**src/rtl/up_counter_ctrl.sv**
```systemverilog
// Button-driven run/pause/idle controller for a downstream counter.
// Synchronises and edge-detects three push-buttons, then produces a prescaled enable strobe and a clear pulse.
module up_counter_ctrl #(
    parameter int DIV_W       = 16,
    parameter int SYNC_STAGES = 2
) (
    input  logic             clk,
    input  logic             reset,
    input  logic             start_btn,
    input  logic             stop_btn,
    input  logic             clear_btn,
    input  logic [DIV_W-1:0] div,
    output logic             enable,
    output logic             clr,
    output logic             running
);

    localparam int NB = 3;
    localparam int REQ_START = 0;
    localparam int REQ_STOP  = 1;
    localparam int REQ_CLEAR = 2;

    typedef enum logic [1:0] {
        ST_IDLE  = 2'd0,
        ST_RUN   = 2'd1,
        ST_PAUSE = 2'd2
    } state_t;

    logic [NB-1:0] btn_raw;
    logic [NB-1:0] req;

    assign btn_raw = {clear_btn, stop_btn, start_btn};

    // One synchroniser plus rising-edge detector per button; a held button yields a single request.
    genvar gi;
    generate
        for (gi = 0; gi < NB; gi++) begin : g_sync
            logic [SYNC_STAGES-1:0] sync_q;
            logic                   prev_q;

            always_ff @(posedge clk) begin
                if (reset) begin
                    sync_q <= '0;
                    prev_q <= 1'b0;
                end else begin
                    sync_q <= {sync_q[SYNC_STAGES-2:0], btn_raw[gi]};
                    prev_q <= sync_q[SYNC_STAGES-1];
                end
            end

            assign req[gi] = sync_q[SYNC_STAGES-1] & ~prev_q;
        end
    endgenerate

    state_t           state_q, state_d;
    logic [DIV_W-1:0] presc_q, presc_d;
    logic             enable_q, enable_d;
    logic             clr_q, clr_d;
    logic             running_q, running_d;

    always_ff @(posedge clk) begin
        if (reset) begin
            state_q   <= ST_IDLE;
            presc_q   <= '0;
            enable_q  <= 1'b0;
            clr_q     <= 1'b0;
            running_q <= 1'b0;
        end else begin
            state_q   <= state_d;
            presc_q   <= presc_d;
            enable_q  <= enable_d;
            clr_q     <= clr_d;
            running_q <= running_d;
        end
    end

    always_comb begin
        state_d  = state_q;
        presc_d  = presc_q;
        enable_d = 1'b0;
        clr_d    = 1'b0;

        case (state_q)
            ST_IDLE: begin
                if (req[REQ_CLEAR]) begin
                    clr_d   = 1'b1;
                    presc_d = '0;
                end else if (req[REQ_START]) begin
                    state_d = ST_RUN;
                    presc_d = '0;
                end
            end
            ST_RUN: begin
                if (req[REQ_CLEAR]) begin
                    state_d = ST_IDLE;
                    clr_d   = 1'b1;
                    presc_d = '0;
                end else if (req[REQ_STOP]) begin
                    state_d = ST_PAUSE;
                end else if (presc_q >= div) begin
                    // >= so a div lowered below the current count wraps immediately.
                    enable_d = 1'b1;
                    presc_d  = '0;
                end else begin
                    presc_d = presc_q + DIV_W'(1);
                end
            end
            ST_PAUSE: begin
                if (req[REQ_CLEAR]) begin
                    state_d = ST_IDLE;
                    clr_d   = 1'b1;
                    presc_d = '0;
                end else if (req[REQ_START]) begin
                    state_d = ST_RUN;
                end
            end
            default: begin
                state_d = ST_IDLE;
                presc_d = '0;
            end
        endcase

        running_d = (state_d == ST_RUN);
    end

    assign enable  = enable_q;
    assign clr     = clr_q;
    assign running = running_q;

endmodule

```
**config.mk**
```make
export PLATFORM = sky130hd
export DESIGN_NAME = up_counter_ctrl
export DESIGN_NICKNAME = d
export VERILOG_FILES = /design/src/rtl/up_counter_ctrl.sv
export SDC_FILE = /design/constraint.sdc
export NUM_CORES = 1
export LEC_CHECK = 0
export CAP_MARGIN = 15
export CORE_AREA = 2 2 78 80
export CTS_BUF_LIST = sky130_fd_sc_hd__clkbuf_8
export CTS_CLUSTER_SIZE = 24
export DETAILED_ROUTE_END_ITERATION = 10
export DIE_AREA = 0 0 80 82
export PLACE_DENSITY = 0.46
export SETUP_SLACK_MARGIN = 0.1
export SLEW_MARGIN = 25
export SYNTH_ARGS = -nofsm -noshare
export SYNTH_HDL_FRONTEND = slang
export SYNTH_SLANG_ARGS = --single-unit
```
**constraint.sdc**
```tcl
create_clock -name clk -period 3.7 [get_ports clk]
set_input_delay 0.74 -clock clk [delete_from_list [all_inputs] [get_ports clk]]
set_output_delay 0.74 -clock clk [all_outputs]
set_load 0.1 [all_outputs]
```
==> flow_metrics.env, run 1 <==
export IMPL_status="complete, no violations"
export IMPL_io_buffers=23
export IMPL_cp_data_required_time_ns=3.90
export IMPL_cts_root_buf="clkbuf_8"
export IMPL_io_pins=24
export IMPL_first_pass_iters=4
export IMPL_synth_area_um2=1660
export IMPL_ys_types=39
export IMPL_crit_path_max_fanout=14
export IMPL_fill_cells=617
export IMPL_cp_start_kind="primary input"
export IMPL_cp_end_kind="register"
export IMPL_cts_tree="done"
export IMPL_worst_path_max_delay_cell="nand3_1"
export IMPL_grt_max_degree=17
export IMPL_period_share_pct=77.1
export IMPL_syn_mean_instance_area_um2=8.95
export IMPL_grtUsageTotal_pct=11.3
export IMPL_die_h_um=82
export IMPL_maxCapViolations=0
export IMPL_ys_seq_area_share_pct=36.1
export IMPL_core_um2=5750
export IMPL_syn_num_nets=224
export IMPL_drcViolationCount=0
export IMPL_grt_antenna_before_repair=0
export IMPL_wl_met1_um=1720
export IMPL_post_cts_buffers=0
export IMPL_critical_path_buf_inv_count=1
export IMPL_reg2regPathDepth=7
export IMPL_seq_area_um2=601
export IMPL_clockBufferDepth=2
export IMPL_critPathLaunch="div[0]"
export IMPL_ys_warn_count=0
export IMPL_arrival_ns=3.06
export IMPL_critPathKind="primary input to register"
export IMPL_hold_buffers=0
export IMPL_vdd_drop_max_mv=0.155
export IMPL_final_nets=248
export IMPL_min_period_ns=2.85
export IMPL_timing_fmax_ghz=0.350
export IMPL_grt_pass1_wl_um=5750
export IMPL_drt_initial_drc_count=77
export IMPL_tightest_slew_ns=0.969
export IMPL_grt_pass1_vias=1266
export IMPL_timing_hold_ws_ns=0.406
export IMPL_diodes=0
export IMPL_cp_depth=7
export IMPL_cts_sinks=30
export IMPL_syn2layout_area_growth_pct=22.9
export IMPL_layout_drive_gt1_share_pct=5.21
export IMPL_p_leak_nw=0.813
export IMPL_hold_path_class="register to register"
export IMPL_routed_top_layer="met4"
export IMPL_ys_seq_elements=30
export IMPL_netlist_instances=186
export IMPL_multi_input_area_um2=965
export IMPL_fin_skew_ns=0.00573
export IMPL_met2_wirelength_um=1500
export IMPL_hold_violations=0
export IMPL_r2r_start="presc_q[0]"
export IMPL_start_util_pct=29.0
export IMPL_vias=1320
export IMPL_rrSetupSlack_ns=1.31
export IMPL_wl_met3_um=154
export IMPL_rows=28
export IMPL_synth_area_leaders="dfxtp_1 (36%), ha_1 (13%), xnor2_1 (6.8%)"
export IMPL_reg2reg_to="presc_q[10]"
export IMPL_wl_per_cell_um=11.8
export IMPL_finalSetupTns_ns=0
export IMPL_gp_congestion=0.684
export IMPL_grt_overflow_total=0
export IMPL_power_density_nw_per_um2=333
export IMPL_clk_latency_ns=0.28
export IMPL_routed_wl_um=3390
export IMPL_avgViaCountPerCell=4.62
export IMPL_dieArea_um2=6560
export IMPL_clk_pin_slew_worst_paths_ns=0.06
export IMPL_rsz0062_at_grt="no"
export IMPL_synth_async_sr_flop_share_pct=0
export IMPL_synth_top_cell_area_share_pct=36.1
export IMPL_yosysTopAreaCell="dfxtp_1"
export IMPL_path_delay_family="compound AO/OA/AOI/OAI gates"
export IMPL_ant_nets=0
export IMPL_maxSlewHeadroom_pct=35.2
export IMPL_endpoint="presc_q[10]"
export IMPL_slowest_delay_ns=0.52
export IMPL_crit_chain="clkdlybuf4s50_1, ha_1, nand2b_1, a2111o_1, a31oi_1, nand3_1, a21oi_1"
export IMPL_cts_made_buffers=5
export IMPL_finalSetupViolCount=0
export IMPL_synth_edf_count=0
export IMPL_die_w_um=80
export IMPL_drv_slew=0
export IMPL_cts_resized_gates=0
export IMPL_dp_final_hpwl_um=2520
export IMPL_h_tree_depth=2
export IMPL_synth_ff_type="dfxtp_1"
==> metal layers <==
metal | vias to the layer above | GRT usage [%]
met4 | 0 | 3.05
met1 | 592 | 14.6
met5 | - | 0
met2 | 23 | 18.7
met3 | 2 | 2.97
li1 | 703 | -
==> registers in the layout (all words and copies together) (netlist names) <==
name / cells
enable: 1
g_sync.sync_q: 6
clr: 1
presc_q: 16
state_q: 2
running: 1
g_sync.prev_q: 3
==> layout by cell type, fill, tap and decap left out, drive strengths merged, types with 6 or more instances in the layout <==
cell type,count
ha,17
clkdlybuf4s50,23
dfxtp,30
a21oi,19
nand2,9
inv,18
nor2b,11
xnor2,13
clkbuf,6
nor3,8
nor2,9
==> cell type report <==
cell class | count | area share, %
clock buffers | 6 | 4.04
clock inverters | 2 | 0.428
inverters | 17 | 3.12
multi-input cells | 133 | 47.2
flip-flops and latches | 30 | 29.4
well taps | 75 | 4.59
repair buffers | 23 | 11.3
==> power breakdown <==
| part | total [mW] | leakage, nW | internal (mW) | switching [mW] |
|---|---|---|---|---|
| clock | 0.262 | 0.0524 | 0.147 | 0.115 |
| combinational | 0.0831 | 0.517 | 0.0413 | 0.0418 |
| sequential | 0.335 | 0.244 | 0.330 | 0.00507 |
| total | 0.681 | 0.813 | 0.518 | 0.162 |
==> kinds of logic (layout without fill, tap and decap cells) <==
group	Yosys count	in the layout	synth area share [%]
and+or+nand+nor	67	67	24.2
AOI/OAI and AO/OA	34	34	13.0
DFF	30	30	36.1
buffers and inverters	23	48	5.94
adders and majority gates	17	17	12.8
xor gates and xnor gates	14	14	7.37
muxes	1	1	0.602
==> how the worst min path moves through the flow <==
stage	depth (start not counted)	to	from	slack, ns
final	1	clr	g_sync[2].prev_q	0.41
after global routing	1	clr	g_sync[2].prev_q	0.46
after CTS	1	clr	g_sync[2].prev_q	0.41
after detailed placement	1	clr	g_sync[2].prev_q	0.40
after global placement	1	clr	g_sync[2].prev_q	0.41
after floorplan	1	clr	g_sync[2].prev_q	0.39
==> per-stage QoR <==
| stage | util (%) | instances | power, mW | setup slack (ns) | cell area (um2) |
|---|---|---|---|---|---|
| 6_report | 35.6 | 286 | 0.681 | 0.846 | 2040 |
| 5_1_grt | 35.6 | 286 | 0.718 | 0.652 | 2040 |
| 4_1_cts | 35.6 | 286 | 0.691 | 0.845 | 2040 |
| 3_5_place_dp | 34.0 | 278 | 0.426 | 0.558 | 1950 |
| 3_3_place_gp | 34.0 | 278 | 0.426 | 0.575 | 1950 |
| 2_1_floorplan | - | 186 | 0.395 | 1.40 | 1660 |
==> synth_stat cells, drive strengths merged (4+ instances only) <==
library cell  count
dfxtp            30
a21oi            19
ha               17
inv              17
xnor2            13
nor2b            11
nand2             9
nor2              9
nor3              8
buf               5
nand3             5
nor4b             5
a31oi             4
nand2b            4
nand4             4
==> worst register-to-register path: stages (launching register included) <==
cell	delay (ns)
dfxtp_1	0.35
inv_1	0.07
ha_1	0.26
nand2b_1	0.14
a2111o_1	0.43
a31oi_1	0.26
nand3_1	0.52
a21oi_1	0.29
Power figures use the tool's default switching activity.
==> run 2, diff against run 1 <==
==> constraint.sdc (replaced) <==
create_clock -name clk -period 2.7 [get_ports clk]
set_input_delay 0.54 -clock clk [delete_from_list [all_inputs] [get_ports clk]]
set_output_delay 0.54 -clock clk [all_outputs]
set_load 0.1 [all_outputs]
==> run 2 against run 1 <==
Net effect:
- non-clock buffer count rose by 5
- via count rose by 0.61%
- worst setup slack got worse by 0.49 ns
- cell count rose by 1.7%
- first-iteration DRC count fell by 58%
- design area rose by 1.7%
- clock skew fell by 0.0025 ns
- utilization rose by 0.59 points
- sequential power rose by 37%
- global-route usage rose by 0.26 points
- flip-flop and latch count did not move
- die area did not move
- critical endpoint is now presc_q[0]
==> flow_metrics.env, run 2 (synthesis results as in run 1) <==
export IMPL_top_register="presc_q"
export IMPL_p_switching_mw=0.243
export IMPL_clockBufferDepth=2
export IMPL_cts_made_buffers=5
export IMPL_fin_skew_ns=0.00327
export IMPL_maxCapViolations=0
export IMPL_diodes=0
export IMPL_total_power_mw=0.959
export IMPL_die_h_um=82
export IMPL_arrival_ns=2.55
export IMPL_cts_tree="done"
export IMPL_grt_pass1_vias=1242
export IMPL_avgViaCountPerCell=4.56
export IMPL_vdd_drop_max_mv=0.152
export IMPL_seqPwrFrac_pct=47.8
export IMPL_finalSetupTns_ns=0
export IMPL_critical_path_buf_inv_count=3
export IMPL_wl_met1_um=1880
export IMPL_worst_path_max_delay_cell="a2111o_1"
export IMPL_io_pins=24
export IMPL_start_util_pct=29.0
export IMPL_dieArea_um2=6560
export IMPL_gp_congestion=0.716
export IMPL_comb_power_share_pct=12.3
export IMPL_power_density_nw_per_um2=462
export IMPL_netSwitchingFraction_pct=25.3
export IMPL_grt_antenna_before_repair=0
export IMPL_maxSlewHeadroom_pct=53.6
export IMPL_crit_path_max_fanout=7
export IMPL_clk_pin_slew_worst_paths_ns=0.07
export IMPL_ant_nets=0
export IMPL_clkPwrFrac_pct=39.8
export IMPL_reg_largest_list="presc_q (16), g_sync.sync_q (6), g_sync.prev_q (3)"
export IMPL_core_um2=5750
export IMPL_critPathMostFrequentCell="buf_4"
export IMPL_timing_fmax_ghz=0.427
export IMPL_finalSetupViolCount=0
export IMPL_final_nets=253
export IMPL_final_cell_mix="dfxtp_1 (30), clkdlybuf4s50_1 (20), a21oi_1 (19)"
export IMPL_post_cts_buffers=0
export IMPL_fill_cells=623
export IMPL_vias=1328
export IMPL_syn2layout_area_growth_pct=24.9
export IMPL_drt_initial_drc_count=32
export IMPL_min_period_ns=2.34
export IMPL_grt_pass1_wl_um=5740
export IMPL_io_buffers=23
export IMPL_cts_sinks=30
export IMPL_path_delay_family="buffers and inverters"
export IMPL_seq_area_um2=601
export IMPL_critPathKind="primary input to register"
export IMPL_slowest_delay_ns=0.43
export IMPL_first_pass_iters=4
export IMPL_cp_start_kind="primary input"
export IMPL_cp_end_kind="register"
export IMPL_p_int_mw=0.717
export IMPL_period_share_pct=86.7
export IMPL_grt_overflow_total=0
export IMPL_hold_buffers=0
export IMPL_wl_per_cell_um=12.1
export IMPL_cts_resized_gates=0
export IMPL_routed_top_layer="met4"
export IMPL_grt_max_degree=17
export IMPL_cts_root_buf="clkbuf_8"
export IMPL_layout_drive_gt1_share_pct=9.26
export IMPL_hold_path_class="register to register"
export IMPL_clk_latency_ns=0.28
export IMPL_status="complete, no violations"
export IMPL_wl_met3_um=105
export IMPL_die_w_um=80
export IMPL_final_common_cell="dfxtp_1"
export IMPL_rsz0062_at_grt="no"
export IMPL_grtUsageTotal_pct=11.6
export IMPL_dp_final_hpwl_um=2640
export IMPL_hold_violations=0
export IMPL_drv_slew=0
export IMPL_cp_data_required_time_ns=2.91
export IMPL_p_leak_nw=0.835
export IMPL_met2_wirelength_um=1470
export IMPL_largest_reg_flops=16
export IMPL_multi_input_area_um2=965
export IMPL_rows=28
export IMPL_tightest_slew_ns=0.694
export IMPL_h_tree_depth=2
export IMPL_drcViolationCount=0
export IMPL_routed_wl_um=3510
export IMPL_crit_chain="clkdlybuf4s50_1, ha_1, nand2b_1, a2111o_1, a31oi_1, buf_4, nand3_1, buf_4, a21oi_1"
run 2: cell count changes in the layout (fill, tap and decap cells not counted):
cell | previous run | this run
clkinvlp_4 | 0 | 1
clkdlybuf4s50_1 | 23 | 20
inv_1 | 18 | 17
buf_4 | 0 | 8
run 2: power groups by stage:
stage	clock [mW]	combinational [mW]	sequential, mW
CTS	0.395	0.121	0.459
global placement	0	0.119	0.469
global route	0.413	0.132	0.460
floorplan	0	0.0673	0.474
detailed placement	0	0.121	0.469
finish	0.382	0.118	0.459
run 2: path summary, 6_finish.rpt:
check	startpoint	endpoint	slack, ns	cells past startpoint
setup / recovery	div[0]	presc_q[0]	0.36	9
hold / removal	g_sync[2].prev_q	clr	0.42	1
setup reg to reg	presc_q[0]	presc_q[0]	0.61	9
hold reg to reg	g_sync[2].prev_q	clr	0.42	1
run 2: cell type report:
cell class / instances / share of cell area (%)
Multi-Input combinational cell: 133 / 46.4
Timing Repair Buffer: 28 / 12.5
Tap cell: 75 / 4.52
Inverter: 17 / 3.07
Sequential cell: 30 / 28.9
Clock buffer: 6 / 3.97
Clock inverter: 2 / 0.602
run 2: routing by layer:
metal / vias up / GRT usage, %
met5: - / 0
met4: 0 / 4.58
met3: 6 / 3.08
met2: 20 / 18.0
met1: 592 / 15.2
li1: 710 / -
run 2: through the flow:
stage	utilization [%]	setup slack, ns	area (um2)	cells	hold WS [ns]
after global routing	36.2	0.281	2080	291	0.450
after floorplan	-	0.604	1660	186	0.390
final	36.2	0.358	2080	291	0.419
after CTS	36.2	0.374	2080	291	0.420
after detailed placement	34.5	0.0882	1980	283	0.409
after global placement	34.5	0.0770	1980	283	0.409
